File: src/rtl/ov5640_dvp_capture.sv
// OV5640 DVP capture: registers the camera bus, pairs bytes into RGB565
// words, crops to the active window and writes them into the pixel FIFO.
module ov5640_dvp_capture #(
    parameter int H_ACTIVE          = 640,
    parameter int V_ACTIVE          = 480,
    parameter bit VSYNC_ACTIVE_HIGH = 1'b1
) (
    input  logic        clock,
    input  logic        reset,
    input  logic        enable,
    input  logic        cam_vsync,
    input  logic        cam_href,
    input  logic [7:0]  cam_data,
    input  logic        fifo_full,
    output logic [15:0] fifo_data_out,
    output logic        fifo_write_en,
    output logic        frame_active,
    output logic        frame_done,
    output logic        overflow,
    output logic [9:0]  line_count
);

    localparam int PW = $clog2(H_ACTIVE + 1);

    typedef enum logic [1:0] {IDLE, SYNC, CAPTURE} state_t;

    state_t          state;
    logic            vs_r, href_r;
    logic [7:0]      data_r;
    logic            vs_act, vs_d, href_d;
    logic            vs_rise, vs_fall, href_fall;
    logic            phase;       // 0: expecting high byte, 1: expecting low byte
    logic [7:0]      hi_byte;
    logic [PW-1:0]   pix_cnt;     // saturates at H_ACTIVE
    logic [15:0]     word;
    logic            word_vld;    // word formed last edge and allowed to be written
    logic            in_window;

    assign vs_act    = VSYNC_ACTIVE_HIGH ? vs_r : ~vs_r;
    assign vs_rise   = vs_act & ~vs_d;
    assign vs_fall   = ~vs_act & vs_d;
    assign href_fall = ~href_r & href_d;
    assign in_window = (pix_cnt < PW'(H_ACTIVE)) && (line_count < 10'(V_ACTIVE));

    // Register the raw camera bus once before any use
    always_ff @(posedge clock) begin
        if (reset) begin
            vs_r   <= 1'b0;
            href_r <= 1'b0;
            data_r <= 8'h00;
        end else begin
            vs_r   <= cam_vsync;
            href_r <= cam_href;
            data_r <= cam_data;
        end
    end

    // Frame FSM, byte pairing, window gating and the registered write stage
    always_ff @(posedge clock) begin
        if (reset) begin
            state         <= IDLE;
            vs_d          <= 1'b0;
            href_d        <= 1'b0;
            phase         <= 1'b0;
            hi_byte       <= 8'h00;
            pix_cnt       <= '0;
            word          <= 16'h0000;
            word_vld      <= 1'b0;
            fifo_data_out <= 16'h0000;
            fifo_write_en <= 1'b0;
            frame_active  <= 1'b0;
            frame_done    <= 1'b0;
            overflow      <= 1'b0;
            line_count    <= '0;
        end else begin
            vs_d       <= vs_act;
            href_d     <= href_r;
            frame_done <= 1'b0;
            word_vld   <= 1'b0;
            // A word formed just before the frame ends is not written
            fifo_write_en <= word_vld && (state == CAPTURE) && !vs_rise;
            if (word_vld)
                fifo_data_out <= word;

            case (state)
                IDLE: begin
                    if (enable)
                        state <= SYNC;
                end
                SYNC: begin
                    // Only a full active->inactive transition starts a frame
                    if (vs_fall) begin
                        state        <= CAPTURE;
                        frame_active <= 1'b1;
                        line_count   <= '0;
                        pix_cnt      <= '0;
                        phase        <= 1'b0;
                    end
                end
                CAPTURE: begin
                    if (vs_rise) begin
                        // Line end coinciding with frame end is counted first
                        if (href_fall && line_count < 10'(V_ACTIVE))
                            line_count <= line_count + 10'd1;
                        frame_done   <= 1'b1;
                        frame_active <= 1'b0;
                        phase        <= 1'b0;
                        state        <= enable ? SYNC : IDLE;
                    end else if (href_r) begin
                        if (!phase) begin
                            hi_byte <= data_r;
                            phase   <= 1'b1;
                        end else begin
                            phase <= 1'b0;
                            word  <= {hi_byte, data_r};
                            if (pix_cnt < PW'(H_ACTIVE))
                                pix_cnt <= pix_cnt + PW'(1);
                            if (in_window) begin
                                if (fifo_full)
                                    overflow <= 1'b1;
                                else
                                    word_vld <= 1'b1;
                            end
                        end
                    end else if (href_fall) begin
                        phase   <= 1'b0;
                        pix_cnt <= '0;
                        if (line_count < 10'(V_ACTIVE))
                            line_count <= line_count + 10'd1;
                    end
                end
                default: state <= IDLE;
            endcase
        end
    end

endmodule

File: config.mk
export PLATFORM = sky130hd
export DESIGN_NAME = ov5640_dvp_capture
export DESIGN_NICKNAME = d
export VERILOG_FILES = /design/src/rtl/ov5640_dvp_capture.sv
export SDC_FILE = /design/constraint.sdc
export NUM_CORES = 1
export LEC_CHECK = 0
export ABC_CLOCK_PERIOD_IN_PS = 2550
export CORE_MARGIN = 4
export CORE_UTILIZATION = 55
export CTS_CLUSTER_SIZE = 20
export DETAILED_ROUTE_END_ITERATION = 6
export GPL_ROUTABILITY_DRIVEN = 0
export HOLD_SLACK_MARGIN = 0.03
export MAX_ROUTING_LAYER = met4
export PLACE_DENSITY_LB_ADDON = 0.2
export SETUP_SLACK_MARGIN = 0.15
export SLEW_MARGIN = 0
export SYNTH_ARGS = -nofsm -noshare
export SYNTH_HDL_FRONTEND = slang
export SYNTH_SLANG_ARGS = --single-unit
File: constraint.sdc
create_clock -name clock -period 2.55 [get_ports clock]
set_clock_uncertainty 0.1 [all_clocks]
set_input_delay 0.51 -clock clock [delete_from_list [all_inputs] [get_ports clock]]
set_output_delay 0.51 -clock clock [all_outputs]
set_load 0.005 [all_outputs]
==> reports/results.ini <==
[clocking]
htreeDepth = 3
cts_resized = 0
cts_inserted_buffers = 9
cts_hold_buf = 0
clk_latency_ns = 0.35
cts_tree = done
max-clock-path-buffers = 2
cts-root-buf = clkbuf_8
cts_sinks = 80
cts_setup_buffers = 0
cts.reportedPaths.clkPinSlew_ns = 0.08

[global_routing]
grt_usage_pct = 20.0
grt_pass1_vias = 2456
gr-total-overflow = 0
grt_max_degree = 57
antenna_found_initial = 0
grt_pass1_wl_um = 11600

[job]
max_cap_viol_count = 0

[sta]
timing.final.crit_period_ns = 2.12
period_share_pct = 83.2
rsz0062_at_grt = false
fmaxAchievable_ghz = 0.472
finalHoldViolations = 0
worst_pin_slew_ns = 0.906
setup_viol = 0
fin_ws_ns = 0.429
whs_ns = 0.333
relSlewSlack_pct = 39.3
setup_tns_ns = 0
finalMaxSlewViolations = 0

[final_layout]
post-route-util_pct = 68.7
fin_nets = 423
nFillCells = 489
layout_commonest_cell = dfxtp_1
area_delta_synth_final_pct = 20.2
final_cell_mix = dfxtp_1, nand2_1, clkdlybuf4s50_1
diodes = 0
drive_gt1_share_pct = 9.36
fin_cells = 481
final_area_mm2 = 0.00409

[worst_setup_path]
critPathRequiredTime_ns = 2.67
cp_slowest_cell = a22oi_2
crit_chain = inv_1 -> ha_1 -> and2b_1 -> a22oi_2 -> nor4_1 -> mux2i_1
crit_type = reg2reg
crit_path_max_incr_delay_ns = 0.47
regToRegSetupSlack_ns = 0.43
end_kind = flip-flop
crit_path_start = state[1]
critPathMaxFanout = 12
worstSetupStartpointType = flip-flop
reg2reg_from = state[1]
reg2reg_depth = 6
r2r_end = pix_cnt[6]
crit_end = pix_cnt[6]
crit_arrival_ns = 2.24

[run_status]
status = complete, no violations

[placement]
portBuffers = 43
dpl_worst_slack_ns = 0.460
dp_cells = 466
dp_hpwl_um = 4630
placed_area_mm2 = 0.00387

[floorplanning]
row_count = 28
fp.dieArea_mm2 = 0.00751
die_w_um = 86.6
start_util_pct = 57.1
ios = 44
core_area_mm2 = 0.00596
die_y_um = 86.6

[yosys]
ys_ff_latch = 80
syn-instance-count = 363
synth_edf_count = 0
synth_async_sr_flop_share_pct = 0
syn_nets = 384
yosys.area.top_type_share_pct = 47.1
synth_area_leader_cell = dfxtp_1
netlist_area_mm2 = 0.00340
synth_area_leaders = dfxtp_1, mux2i_1, nand2_1
synthDistinctLibCells = 51
synth_ff_type = dfxtp_1
ys_seq_area_share_pct = 47.1
avgSynthCellArea_um2 = 9.37
ys_warn_count = 0

[route]
dr.first_iter.drc_count = 137
num_vias = 2706
avgRoutedWirePerCell_um = 14.2
drc = 0
dr.pass1.iters = 4
via_per_inst = 5.63
drt_wl_total_um = 6830
ant_nets = 0

[worst_hold_path]
hp-class = in2reg

[pwr]
finalPower_mw = 2.73
peakVddDrop_v = 0.000380
power.density_mw_per_mm2 = 667
leakage_nw = 1.49

-- worst min-delay path by stage --
stage / from / end / cells after the start
after floorplan: data_r[0] / word[0] / 2
after global placement: hi_byte[4] / word[12] / 2
after detailed placement: hi_byte[5] / word[13] / 2
after CTS: reset / line_count[1] / 2
after global routing: reset / line_count[1] / 2
final: reset / line_count[1] / 2
-- cell families after synthesis --
kind of cell | synth area share [%]
and+or+nand+nor | 25.2
DFF | 47.1
AOI/OAI and AO/OA | 9.93
muxes | 11.2
buffers and inverters | 3.97
adders and majority gates | 2.57
-- metal layers --
layer | track usage [%] | vias up | routed length, µm
met5 | - | - | 0
met4 | 9.35 | 0 | 119
met3 | 3.23 | 9 | 295
met2 | 28.8 | 61 | 3030
met1 | 27.4 | 1274 | 3390
li1 | - | 1362 | -
-- power breakdown --
group          leakage, nW  internal (mW)  switching, mW
Clock                0.102          0.552          0.468
Sequential           0.648           1.28         0.0311
Combinational        0.735          0.151          0.246
Total                 1.49           1.98          0.745
-- synthesized netlist by cell type (all sizes together), types with 2 or more instances --
cell / count
dfxtp: 80
nor2b: 15
or4: 2
nand4: 15
o21ai: 5
nor3b: 2
and4: 2
buf: 8
a2bb2oi: 2
mux2i: 37
or3: 5
and3: 2
nand3: 8
ha: 7
nor3: 5
clkbuf: 14
inv: 8
nand2b: 2
nor2: 33
nand4b: 9
nand2: 48
a21oi: 27
nor4: 4
o31ai: 3
-- flip-flops by register name, summed over array words and instances (netlist names) --
signal	flops
href_r	1
line_count	10
word_vld	1
frame_active	1
fifo_data_out	16
overflow	1
fifo_write_en	1
word	16
hi_byte	8
phase	1
vs_act	1
vs_d	1
data_r	8
href_d	1
state	2
pix_cnt	10
frame_done	1
-- cell type report --
type                       count  area [µm²]  area share, %
sequential                    80        1600           39.2
inverter                       9        33.8          0.826
clock inverter                 6        92.6           2.26
tap                           75        93.8           2.29
multi-input combinational    252        1670           40.7
timing repair buffer          50         478           11.7
clock buffer                   9         124           3.03
-- worst max-delay path, delay by kind of cell, from the launching register on --
| family | cells | cell delay [ns] |
|---|---|---|
| buf+inv | 1 | 0.10 |
| mux | 1 | 0.16 |
| compound gates | 1 | 0.47 |
| simple gates | 2 | 0.40 |
| flops | 1 | 0.34 |
| fa+ha+maj | 1 | 0.41 |
Power figures use the tool's default switching activity.
